$ cat src/rtl/prog_loader_pkg.sv
// Shared constants for the byte-stream program loader: FSM encoding, command bytes
// and header field sizes.
package prog_loader_pkg;

    typedef logic [2:0] state_t;

    localparam state_t ST_IDLE  = 3'd0;
    localparam state_t ST_ADDR  = 3'd1;
    localparam state_t ST_LEN   = 3'd2;
    localparam state_t ST_DATA  = 3'd3;
    localparam state_t ST_WRITE = 3'd4;
    localparam state_t ST_RUN   = 3'd5;
    localparam state_t ST_ERROR = 3'd6;

    localparam logic [7:0] CMD_IMEM = 8'h01;
    localparam logic [7:0] CMD_DMEM = 8'h02;
    localparam logic [7:0] CMD_RUN  = 8'h03;
    localparam logic [7:0] CMD_HALT = 8'h04;

    localparam int ADDR_BYTES = 4;
    localparam int LEN_BYTES  = 2;

    function automatic int max_int(input int a, input int b);
        return (a > b) ? a : b;
    endfunction

endpackage

$ cat src/rtl/byte_assembler.sv
// Little-endian N-byte accumulator: byte k of a field lands in bits [8k+7:8k].
// acc_nxt shows the value including the byte accepted this cycle; last flags the final byte.
module byte_assembler #(
    parameter int MAXB = 8,
    parameter int CW   = $clog2(MAXB + 1)
) (
    input  logic                clock,
    input  logic                reset,
    input  logic                byte_vld,
    input  logic [7:0]          byte_dat,
    input  logic [CW-1:0]       nbytes,
    output logic [8*MAXB-1:0]   acc_dat,
    output logic [8*MAXB-1:0]   acc_nxt,
    output logic                last
);

    logic [CW-1:0]     cnt_q, cnt_d;
    logic [8*MAXB-1:0] acc_q, acc_d;

    assign last    = byte_vld && (cnt_q == nbytes - 1'b1);
    assign acc_dat = acc_q;
    assign acc_nxt = acc_d;

    always_comb begin
        acc_d = acc_q;
        cnt_d = cnt_q;
        if (byte_vld) begin
            // First byte of a field clears stale upper bytes from a longer previous field.
            if (cnt_q == '0) begin
                acc_d = '0;
            end
            for (int i = 0; i < MAXB; i++) begin
                if (cnt_q == CW'(i)) begin
                    acc_d[8*i +: 8] = byte_dat;
                end
            end
            cnt_d = last ? '0 : cnt_q + 1'b1;
        end
    end

    always_ff @(posedge clock or negedge reset) begin
        if (!reset) begin
            cnt_q <= '0;
            acc_q <= '0;
        end else begin
            cnt_q <= cnt_d;
            acc_q <= acc_d;
        end
    end

endmodule

$ cat src/rtl/prog_loader.sv
// Framed byte-stream loader writing IMEM/DMEM words and gating the core reset.
// A word is written the cycle after its last byte; in_ready drops only for that write cycle.
module prog_loader
    import prog_loader_pkg::*;
#(
    parameter int ADDR_W = 32,
    parameter int IMEM_W = 32,
    parameter int DMEM_W = 64
) (
    input  logic              clock,
    input  logic              reset,
    input  logic              in_valid,
    input  logic [7:0]        in_data,
    output logic              in_ready,
    output logic              imem_we,
    output logic [ADDR_W-1:0] imem_addr,
    output logic [IMEM_W-1:0] imem_wdata,
    output logic              dmem_we,
    output logic [ADDR_W-1:0] dmem_addr,
    output logic [DMEM_W-1:0] dmem_wdata,
    output logic              core_reset,
    output logic              busy,
    output logic              error,
    output logic [15:0]       words_loaded
);

    localparam int IMEM_B = IMEM_W / 8;
    localparam int DMEM_B = DMEM_W / 8;
    localparam int MAXB   = max_int(max_int(IMEM_B, DMEM_B), ADDR_BYTES);
    localparam int CW     = $clog2(MAXB + 1);
    localparam int AW     = 8 * MAXB;

    state_t            state_q, state_d;
    logic [ADDR_W-1:0] addr_q, addr_d;
    logic [15:0]       rem_q, rem_d;
    logic [15:0]       words_q, words_d;
    logic              tgt_dmem_q, tgt_dmem_d;
    logic              core_reset_q, core_reset_d;
    logic              rdy_en_q;

    logic              accept;
    logic              asm_vld;
    logic              asm_last;
    logic [CW-1:0]     asm_n;
    logic [CW-1:0]     bpw;
    logic [AW-1:0]     acc_dat, acc_nxt;
    logic              unused_acc;

    // rdy_en_q keeps in_ready low while reset is held and for the first edge after release.
    assign in_ready = rdy_en_q && (state_q != ST_WRITE);
    assign accept   = in_valid && in_ready;
    assign asm_vld  = accept && (state_q == ST_ADDR || state_q == ST_LEN || state_q == ST_DATA);
    assign bpw      = tgt_dmem_q ? CW'(DMEM_B) : CW'(IMEM_B);

    always_comb begin
        asm_n = bpw;
        case (state_q)
            ST_ADDR: asm_n = CW'(ADDR_BYTES);
            ST_LEN:  asm_n = CW'(LEN_BYTES);
            default: asm_n = bpw;
        endcase
    end

    byte_assembler #(.MAXB(MAXB), .CW(CW)) u_asm (
        .clock    (clock),
        .reset    (reset),
        .byte_vld (asm_vld),
        .byte_dat (in_data),
        .nbytes   (asm_n),
        .acc_dat  (acc_dat),
        .acc_nxt  (acc_nxt),
        .last     (asm_last)
    );

    assign unused_acc = ^acc_nxt;

    always_comb begin
        state_d    = state_q;
        addr_d     = addr_q;
        rem_d      = rem_q;
        words_d    = words_q;
        tgt_dmem_d = tgt_dmem_q;
        case (state_q)
            ST_IDLE: begin
                if (accept) begin
                    case (in_data)
                        CMD_IMEM: begin state_d = ST_ADDR; tgt_dmem_d = 1'b0; end
                        CMD_DMEM: begin state_d = ST_ADDR; tgt_dmem_d = 1'b1; end
                        CMD_RUN:  state_d = ST_RUN;
                        CMD_HALT: state_d = ST_IDLE;
                        default:  state_d = ST_ERROR;
                    endcase
                end
            end
            ST_ADDR: begin
                if (asm_last) begin
                    addr_d  = acc_nxt[ADDR_W-1:0];
                    state_d = ST_LEN;
                end
            end
            ST_LEN: begin
                if (asm_last) begin
                    rem_d   = acc_nxt[15:0];
                    state_d = (acc_nxt[15:0] == 16'd0) ? ST_IDLE : ST_DATA;
                end
            end
            ST_DATA: begin
                if (asm_last) begin
                    state_d = ST_WRITE;
                end
            end
            ST_WRITE: begin
                addr_d  = addr_q + ADDR_W'(bpw);
                rem_d   = rem_q - 16'd1;
                words_d = (words_q == 16'hFFFF) ? words_q : words_q + 16'd1;
                state_d = (rem_q == 16'd1) ? ST_IDLE : ST_DATA;
            end
            ST_RUN: begin
                if (accept && in_data == CMD_HALT) begin
                    state_d = ST_IDLE;
                end
            end
            ST_ERROR: state_d = ST_ERROR;
            default:  state_d = ST_ERROR;
        endcase
        core_reset_d = (state_d != ST_RUN);
    end

    always_ff @(posedge clock or negedge reset) begin
        if (!reset) begin
            state_q      <= ST_IDLE;
            addr_q       <= '0;
            rem_q        <= '0;
            words_q      <= '0;
            tgt_dmem_q   <= 1'b0;
            core_reset_q <= 1'b1;
            rdy_en_q     <= 1'b0;
        end else begin
            state_q      <= state_d;
            addr_q       <= addr_d;
            rem_q        <= rem_d;
            words_q      <= words_d;
            tgt_dmem_q   <= tgt_dmem_d;
            core_reset_q <= core_reset_d;
            rdy_en_q     <= 1'b1;
        end
    end

    assign imem_we      = (state_q == ST_WRITE) && !tgt_dmem_q;
    assign dmem_we      = (state_q == ST_WRITE) && tgt_dmem_q;
    assign imem_addr    = addr_q;
    assign dmem_addr    = addr_q;
    assign imem_wdata   = acc_dat[IMEM_W-1:0];
    assign dmem_wdata   = acc_dat[DMEM_W-1:0];
    assign core_reset   = core_reset_q;
    assign busy         = (state_q == ST_ADDR) || (state_q == ST_LEN) ||
                          (state_q == ST_DATA) || (state_q == ST_WRITE);
    assign error        = (state_q == ST_ERROR);
    assign words_loaded = words_q;

endmodule

$ cat config.mk
export PLATFORM = sky130hd
export DESIGN_NAME = prog_loader
export DESIGN_NICKNAME = d
export VERILOG_FILES = /design/src/rtl/prog_loader_pkg.sv /design/src/rtl/byte_assembler.sv /design/src/rtl/prog_loader.sv
export SDC_FILE = /design/constraint.sdc
export NUM_CORES = 1
export LEC_CHECK = 0
export BUFFER_PORTS_ARGS = -buffer_cell sky130_fd_sc_hd__buf_2
export CORE_AREA = 2 2 148 150
export DETAILED_ROUTE_END_ITERATION = 10
export DIE_AREA = 0 0 150 152
export GPL_ROUTABILITY_DRIVEN = 1
export HOLD_SLACK_MARGIN = 0.02
export SLEW_MARGIN = 20
export SYNTH_ARGS = -nofsm -noshare
export SYNTH_HDL_FRONTEND = slang
export SYNTH_SLANG_ARGS = --single-unit
$ cat constraint.sdc
create_clock -name clock -period 4.4 [get_ports clock]
set_clock_uncertainty 0.2 [all_clocks]
set_input_delay 0.88 -clock clock [delete_from_list [all_inputs] [get_ports clock]]
set_output_delay 0.88 -clock clock [all_outputs]
set_load 0.05 [all_outputs]
==> summary.txt, run 1 <==
Synthesis
  – Ys flop type: dfrtp_1
  – Synth top area cells: dfrtp_1, buf_4, nand2_1
  – Cell variety after synth: 67
  – Synth async-reset ratio: 100%
  – #FFs+latches synth: 138
  – EDFF count, synth: 0
  – Yosys top cell area share: 46.7%
  – Cell accounting for the most synthesized area: dfrtp_1
  – Mean post-synth cell area: 9.36 um^2
  – Mapped Cells: 785
  – Post-Syn Area: 7340 um^2
  – Sequential area share after synthesis: 47.0%
  – Synth Warn #: 0
  – Syn_nets: 807

Timing
  – Minimum clock period: 3.47 ns
  – Tcrit/Tclk final: 79.0%
  – Worst-Margin Slew: 0.859 ns
  – Hold Slack: 0.280 ns
  – Fmax achieved: 288 MHz
  – Slew margin rel.: 42.2%
  – Worst setup margin: 0.926 ns
  – Final setup vio count: 0
  – Setup TNS: 0 ns
  – Final-report max-slew violation count: 0
  – RSZ-0062 raised after global routing: false
  – Final Hold Violating Endpoints: 0

Global routing
  – Initial antenna violation count: 0
  – Vias in the first global route: 5812
  – Overall Global Routing Usage: 19.1%
  – Global-route wire length before repair: 33300 um
  – Pin count of the biggest net entering global routing: 87
  – GRT overflow: 0

CTS
  – Post_cts resized: 0
  – TritonCTS clock tree: yes
  – Clock slew at reported path FFs: 0.07 ns
  – CTS Sinks: 138
  – Post-CTS Setup Bufs: 0
  – Clock Latency Late Sink: 0.42 ns
  – CTS Buf Count: 17
  – CTS root buffer: clkbuf_16
  – H-tree Lvls: 4
  – Bufs on Longest Clock Path: 2
  – Post-CTS Hold Buffers: 0

Floorplanning
  – Rows: 54
  – Die Y-Extent: 152 um
  – I/O Pins: 193
  – Die Wd: 150 um
  – Die area: 22800 um^2
  – Initial Utilization: 34.4%
  – Core area: 21400 um^2

Setup path
  – CP Capture Type: output pin
  – CP peak stage delay: 0.81 ns
  – WP data arrival: 2.39 ns
  – Worst path cell trace: or3b_2 -> nor2_1 -> buf_2
  – Critical path class: flip-flop to output pin
  – Crit path max-delay cell type: or3b_2
  – Cells on worst reg2reg path: 8
  – Startpoint Class: flip-flop
  – Required time worst endpoint: 3.32 ns
  – Largest fanout on the critical path: 32

Routing
  – Routed length per instance: 18.3 um
  – Antenna-violating nets left: 0
  – Via count: 6246
  – First-pass detailed-route iteration total: 5
  – Final wirelength: 21800 um
  – Met2 wire len: 10200 um
  – Via/cell ratio: 5.26
  – Drc violations: 0
  – Starting DRT DRC Count: 460
  – Met1 Wirelength: 9600 um
  – DR WL met3: 1300 um
  – DR top layer: met4

Power
  – Total leakage power: 4.29 nW
  – Power Total: 2.72 mW
  – Power per cell area: 315 nW/um^2
  – VDD IR max: 276 uV

Hold path
  – Hold-critical path depth: 2
  – Class of the worst hold path: flip-flop to flip-flop

Run
  – Max_cap viols: 0

Placed design
  – Buffers on Ports: 192
  – Final Wtd Congestion: 0.886
  – Detailed placer's ending HPWL: 15600 um
  – Post-place setup slack: 1.26 ns

Finish
  – # diodes: 0
  – Final net count: 917
  – Layout area overhead: 17.5%
  – Fraction of layout cells with a size suffix above 1: 29.0%
  – Fin util: 40.4%

Status
  – Run status: finished, final reports clean
==> cell type report <==
type / instances / area (um^2)
sequential: 138 / 3450
tap: 280 / 350
multi-input combinational: 514 / 3120
inverter: 24 / 90.1
clock buffer: 18 / 439
clock inverter: 14 / 133
timing repair buffer: 200 / 1040
fill: 2130 / 12700
==> state kept, by name, summed over array words and instances (netlist names) <==
signal and flops:
words_loaded 16, rem_q 16, u_asm.acc_dat 64, core_reset 1, u_asm.cnt_q 4, tgt_dmem_q 1
rdy_en_q 1, dmem_addr 32, state_q 3
==> placed cells by master, fill, tap and decap left out, types with 17 or more instances in the layout <==
master | Yosys | final
a21oi_1 | 17 | 17
a22o_1 | 18 | 18
buf_2 | 5 | 191
clkbuf_16 | 0 | 17
dfrtp_1 | 137 | 137
inv_1 | 24 | 24
nand2_1 | 109 | 109
nand3_1 | 30 | 30
nor2_1 | 70 | 70
nor3_1 | 25 | 25
o21ai_0 | 49 | 49
xnor2_1 | 18 | 18
==> through the flow <==
stage / cells / instance area (um^2)
6_report: 1188 / 8630
5_1_grt: 1188 / 8630
4_1_cts: 1188 / 8630
2_1_floorplan: 785 / 7340
3_3_place_gp: 1156 / 8060
3_5_place_dp: 1156 / 8060
==> routing by layer <==
layer | GRT usage (%) | up-vias
met5 | 0 | -
met4 | 7.41 | 0
met3 | 4.35 | 35
met2 | 30.2 | 248
met1 | 25.4 | 3038
li1 | - | 2925
==> logic make-up (layout without fill, tap and decap cells) <==
| group | after synthesis | count (layout) | share of synthesized area [%] |
|---|---|---|---|
| compound gates | 151 | 151 | 14.8 |
| simple gates | 309 | 309 | 20.3 |
| fa+ha+maj | 11 | 11 | 1.98 |
| other cells | 1 | 1 | 0.0511 |
| buf+inv | 133 | 256 | 10.5 |
| mux | 12 | 12 | 1.77 |
| xor+xnor | 30 | 30 | 3.58 |
| flops | 138 | 138 | 47.0 |
==> worst paths after layout <==
| check | from | endpoint | slack, ns |
|---|---|---|---|
| max | state_q[2]$_DFF_PN0_ | imem_we | 0.93 |
| min | u_asm.acc_dat[37]$_DFFE_PN0P_ | u_asm.acc_dat[37]$_DFFE_PN0P_ | 0.28 |
| max reg2reg | state_q[1]$_DFF_PN0_ | rem_q[2]$_DFFE_PN0P_ | 1.20 |
| min reg2reg | u_asm.acc_dat[37]$_DFFE_PN0P_ | u_asm.acc_dat[37]$_DFFE_PN0P_ | 0.28 |
| max in group asynchronous | reset | dmem_addr[2]$_DFFE_PN0P_ | 2.88 |
| min in group asynchronous | reset | u_asm.acc_dat[61]$_DFFE_PN0P_ | 0.32 |
==> synthesized netlist by cell type, types with 5 or more instances <==
cell type / number
clkbuf_1: 32
xor2_1: 12
and4_1: 5
o221a_2: 8
nor2_1: 70
and2_1: 5
a31oi_1: 5
xnor2_1: 18
inv_1: 24
nand3_1: 30
nand2_1: 109
dfrtp_1: 137
a211oi_1: 6
a22oi_1: 6
buf_4: 67
nor4_1: 9
buf_2: 5
nand4_1: 16
a22o_1: 18
a211oi_2: 6
and3_1: 11
o21ai_0: 49
o211ai_1: 9
mux2_2: 8
ha_1: 10
nor3_1: 25
a21oi_1: 17
==> power by group <==
part / internal (mW) / switching, mW / total, mW
clock: 0.803 / 0.588 / 1.39
combinational: 0.00822 / 0.0476 / 0.0558
sequential: 1.27 / 0.000507 / 1.27
total: 2.08 / 0.637 / 2.72
==> critical path, delay by kind of cell (launching register included) <==
kind	cells	cell delay, ns
flip-flops	1	0.60
buffers and inverters	1	0.30
AND/OR/NAND/NOR	2	1.07
(Power assumes the default switching activity.)
==> run 2: changes to the inputs <==
- clock period: 4.4 -> 3.5 ns (I/O delays scaled with it)
==> summary.txt, run 2 (synthesis results as in run 1) <==
Placed design
  – Detailed placer's ending HPWL: 16000 um
  – Buffers on Ports: 192
  – Post-place setup slack: 0.501 ns
  – Final Wtd Congestion: 0.857
  – Placed cell areas: 8180 um^2

Finish
  – # diodes: 0
  – Fraction of layout cells with a size suffix above 1: 30.0%
  – Final Instance Area: 8750 um^2
  – Register area: 3450 um^2
  – Fill count: 2186
  – Layout area overhead: 19.1%
  – Fin util: 41.0%
  – Final net count: 933
  – Commonest non-fill, non-tap cell in the layout: buf_2
  – Multi-input gate area: 3120 um^2
  – Max reg flops: 64
  – Most frequent cells in the layout: buf_2, dfrtp_1, nand2_1

CTS
  – CTS root buffer: clkbuf_16
  – Post_cts resized: 0
  – Clock Latency Late Sink: 0.42 ns
  – TritonCTS clock tree: yes
  – H-tree Lvls: 4
  – Clock slew at reported path FFs: 0.06 ns
  – Post-CTS Hold Buffers: 0
  – CTS Buf Count: 17
  – Post-CTS Setup Bufs: 0
  – CTS Sinks: 138
  – Bufs on Longest Clock Path: 2

Global routing
  – Pin count of the biggest net entering global routing: 72
  – Initial antenna violation count: 1
  – Overall Global Routing Usage: 19.3%
  – Global-route wire length before repair: 33900 um
  – Vias in the first global route: 5788
  – GRT overflow: 0

Routing
  – Drc violations: 0
  – Via/cell ratio: 5.17
  – Final wirelength: 22000 um
  – Routed length per instance: 18.3 um
  – First-pass detailed-route iteration total: 5
  – Starting DRT DRC Count: 495
  – Antenna-violating nets left: 0
  – Via count: 6218

Setup path
  – Worst path cell trace: or3b_2 -> nor2_1 -> buf_2
  – Crit path max-delay cell type: or3b_2
  – RR Endpoint: dmem_addr[3]$_DFFE_PN0P_
  – Required time worst endpoint: 2.60 ns
  – CP peak stage delay: 0.76 ns
  – R2R Setup Slk: 0.48 ns
  – Largest fanout on the critical path: 23
  – CP Capture Type: output pin
  – WP data arrival: 2.35 ns
  – Startpoint Class: flip-flop
  – Critical path class: flip-flop to output pin
  – Reg2reg start: state_q[2]$_DFF_PN0_
  – Cells on worst reg2reg path: 9

Timing
  – Worst setup margin: 0.253 ns
  – Final-report max-slew violation count: 0
  – Tcrit/Tclk final: 92.8%
  – Slew margin rel.: 50.5%
  – Setup TNS: 0 ns
  – Hold Slack: 0.0849 ns
  – Final Hold Violating Endpoints: 0
  – Final setup vio count: 0
  – Worst-Margin Slew: 0.739 ns
  – Minimum clock period: 3.25 ns
  – RSZ-0062 raised after global routing: false
  – Fmax achieved: 308 MHz

Power
  – Power per cell area: 395 nW/um^2
  – Total leakage power: 4.37 nW
  – VDD IR max: 282 uV

Floorplanning
  – Core area: 21400 um^2
  – Rows: 54
  – Die Y-Extent: 152 um
  – I/O Pins: 193
  – Die Wd: 150 um
  – Die area: 22800 um^2
  – Initial Utilization: 34.4%

Status
  – Run status: finished, final reports clean

Hold path
  – Class of the worst hold path: primary input to asynchronous set/reset pin

Run
  – Max_cap viols: 0
==> run 2: cell count changes in the layout (fill, tap and decap cells not counted), sizes merged <==
| cell | change |
|---|---|
| buf | +16 |
| inv | -2 |
| bufinv | +1 |
==> run 2: worst max path at each step <==
stage	cells past startpoint	slack (ns)	to	start
after floorplan	6	0.42	dmem_we	state_q[0]$_DFF_PN0_
after global placement	7	0.55	state_q[1]$_DFF_PN0_	in_data[3]
after detailed placement	9	0.50	dmem_addr[3]$_DFFE_PN0P_	state_q[2]$_DFF_PN0_
after CTS	3	0.22	imem_we	state_q[2]$_DFF_PN0_
after global routing	3	0.13	imem_we	state_q[2]$_DFF_PN0_
final	3	0.25	imem_we	state_q[2]$_DFF_PN0_
==> run 2: where the power goes <==
group          internal, mW  switching [mW]
Clock                  1.05           0.732
Combinational        0.0148          0.0615
Sequential             1.60        0.000369
Total                  2.66           0.793
==> run 2: area by class of cell <==
cell class	instances	area share (%)
repair buffers	216	13.3
well taps	280	4.00
clock inverters	13	1.63
clock buffers	18	4.90
inverters	24	1.03
multi-input cells	514	35.7
flip-flops and latches	138	39.5
==> run 2: metrics by stage <==
stage,instances,power [mW]
after CTS,1203,3.49
final,1203,3.46
after floorplan,785,1.64
after global placement,1172,1.70
after detailed placement,1172,1.70
after global routing,1203,3.57
==> run 2: layer usage <==
| metal | routed length [um] | part of all wire (%) | up-vias | GRT usage (%) |
|---|---|---|---|---|
| met5 | 11 | 0.050 | - | 0 |
| met4 | 398 | 1.8 | 2 | 5.17 |
| met3 | 1150 | 5.2 | 30 | 3.99 |
| met2 | 10700 | 49 | 219 | 31.1 |
| met1 | 9750 | 44 | 3020 | 26.3 |
| li1 | - | - | 2947 | - |
==> run 2: critical path: cells and delay by family, from the launching register on <==
family / cells / cell delay [ns]
buffers and inverters: 1 / 0.31
DFF: 1 / 0.57
and+or+nand+nor: 2 / 1.04
==> run 3: changes to the inputs <==
- CELL_PAD_IN_SITES_DETAIL_PLACEMENT: unset -> 1
- CELL_PAD_IN_SITES_GLOBAL_PLACEMENT: unset -> 1
- PLACE_DENSITY_LB_ADDON: unset -> 0.1
==> summary.txt, run 3 (synthesis results as in run 1) <==
Routing
  – Via/cell ratio: 5.33
  – Antenna-violating nets left: 0
  – Routed length per instance: 20.0 um
  – Starting DRT DRC Count: 323
  – Final wirelength: 24100 um
  – First-pass detailed-route iteration total: 4
  – Drc violations: 0
  – Via count: 6407

Status
  – Run status: finished, final reports clean

Power
  – Total leakage power: 4.39 nW
  – Power per cell area: 412 nW/um^2
  – VDD IR max: 206 uV
  – Power Total: 3.63 mW

Finish
  – # diodes: 0
  – Fraction of layout cells with a size suffix above 1: 29.5%
  – Max reg flops: 64
  – Fill count: 2539
  – Final net count: 931
  – Commonest non-fill, non-tap cell in the layout: buf_2
  – Most frequent cells in the layout: buf_2, dfrtp_1, nand2_1
  – Layout area overhead: 19.8%

Setup path
  – WP data arrival: 2.35 ns
  – Reg2reg start: state_q[1]$_DFF_PN0_
  – Crit path buf inv count: 2
  – Critical path class: flip-flop to output pin
  – Crit path max-delay cell type: or3b_2
  – R2R Setup Slk: 0.43 ns
  – Required time worst endpoint: 2.60 ns
  – Worst path cell trace: buf_4 -> or3b_2 -> nor2_1 -> buf_2
  – RR Endpoint: dmem_addr[19]$_DFFE_PN0P_
  – CP Capture Type: output pin
  – Largest fanout on the critical path: 23
  – Largest delay share family, worst path: simple AND/OR/NAND/NOR gates
  – Cells on worst reg2reg path: 7
  – Startpoint Class: flip-flop
  – CP peak stage delay: 0.73 ns

Timing
  – Final-report max-slew violation count: 0
  – Worst-Margin Slew: 0.783 ns
  – RSZ-0062 raised after global routing: false
  – Final Hold Violating Endpoints: 0
  – Tcrit/Tclk final: 92.8%
  – Setup TNS: 0 ns
  – Final setup vio count: 0
  – Minimum clock period: 3.25 ns
  – Fmax achieved: 308 MHz
  – Slew margin rel.: 47.5%

CTS
  – Post-CTS Hold Buffers: 0
  – TritonCTS clock tree: yes
  – Clock Latency Late Sink: 0.42 ns
  – H-tree Lvls: 4
  – CTS root buffer: clkbuf_16
  – CTS Sinks: 138
  – Clock slew at reported path FFs: 0.05 ns
  – Post_cts resized: 0
  – Bufs on Longest Clock Path: 2
  – Post-CTS Setup Bufs: 0
  – CTS Buf Count: 17

Global routing
  – Vias in the first global route: 6526
  – GRT overflow: 0
  – Global-route wire length before repair: 37700 um
  – Initial antenna violation count: 0
  – Overall Global Routing Usage: 21.4%
  – Pin count of the biggest net entering global routing: 73

Run
  – Max_cap viols: 0

Floorplanning
  – I/O Pins: 193
  – Rows: 54
  – Core area: 21400 um^2
  – Die area: 22800 um^2
  – Die Y-Extent: 152 um
  – Initial Utilization: 34.4%
  – Die Wd: 150 um

Hold path
  – Class of the worst hold path: primary input to asynchronous set/reset pin

Placed design
  – Buffers on Ports: 192
  – Detailed placer's ending HPWL: 17700 um
  – Final Wtd Congestion: 0.883
## run 3: cell count changes in the layout (fill, tap and decap cells not counted)
cell,previous run,this run
bufinv_16,2,4
clkinv_2,3,1
clkinv_4,2,1
inv_6,4,0
buf_4,23,21
clkinvlp_4,2,0
clkbuf_8,0,4
clkbuf_1,1,5
## run 3: layout make-up
| type | count | area [um^2] | area share [%] |
|---|---|---|---|
| Sequential cell | 138 | 3450 | 39.3 |
| Multi-Input combinational cell | 514 | 3120 | 35.5 |
| Timing Repair Buffer | 214 | 1140 | 13.0 |
| Clock buffer | 26 | 499 | 5.68 |
| Tap cell | 280 | 350 | 3.98 |
| Clock inverter | 6 | 134 | 1.52 |
| Inverter | 24 | 90.1 | 1.02 |
## run 3: worst max-delay path by stage
stage                                      endpoint                 start  cells after the start
after detailed placement   dmem_addr[3]$_DFFE_PN0P_  state_q[2]$_DFF_PN0_                      9
after floorplan                             dmem_we  state_q[0]$_DFF_PN0_                      6
after CTS                                   dmem_we  state_q[1]$_DFF_PN0_                      4
final                                       imem_we  state_q[1]$_DFF_PN0_                      4
after global routing                        dmem_we  state_q[1]$_DFF_PN0_                      4
after global placement    dmem_addr[21]$_DFFE_PN0P_  state_q[1]$_DFF_PN0_                      7
## run 3: metrics by stage
step	util [%]	worst slack, ns	instances	instance area (um^2)	hold slack [ns]
3_3_place_gp	38.2	0.517	1170	8160	0.263
3_5_place_dp	38.2	0.468	1170	8160	0.266
2_1_floorplan	-	0.417	785	7340	0.204
5_1_grt	41.2	0.185	1202	8800	0.158
6_report	41.2	0.251	1202	8800	0.105
4_1_cts	41.2	0.227	1202	8800	0.132
## run 3: worst register-to-register path: cells and delay by family, from the launching register on
| family | cells | cell delay, ns |
|---|---|---|
| buffers and inverters | 1 | 0.21 |
| AOI/OAI and AO/OA | 1 | 0.11 |
| DFF | 1 | 0.45 |
| and+or+nand+nor | 5 | 2.03 |
## run 3: report_power, final
| part | total, mW | leakage, nW | switching, mW | internal [mW] |
|---|---|---|---|---|
| clock | 1.95 | 0.309 | 0.684 | 1.27 |
| combinational | 0.0759 | 2.25 | 0.0634 | 0.0126 |
| sequential | 1.60 | 1.83 | 0.000462 | 1.60 |
## run 3: per-layer routing
| layer | routed length [um] | vias up | global-route usage, % |
|---|---|---|---|
| li1 | - | 2939 | - |
| met1 | 11000 | 3248 | 29.7 |
| met2 | 11400 | 194 | 34.4 |
| met3 | 1160 | 26 | 3.78 |
| met4 | 482 | 0 | 6.24 |
| met5 | 0 | - | 0 |
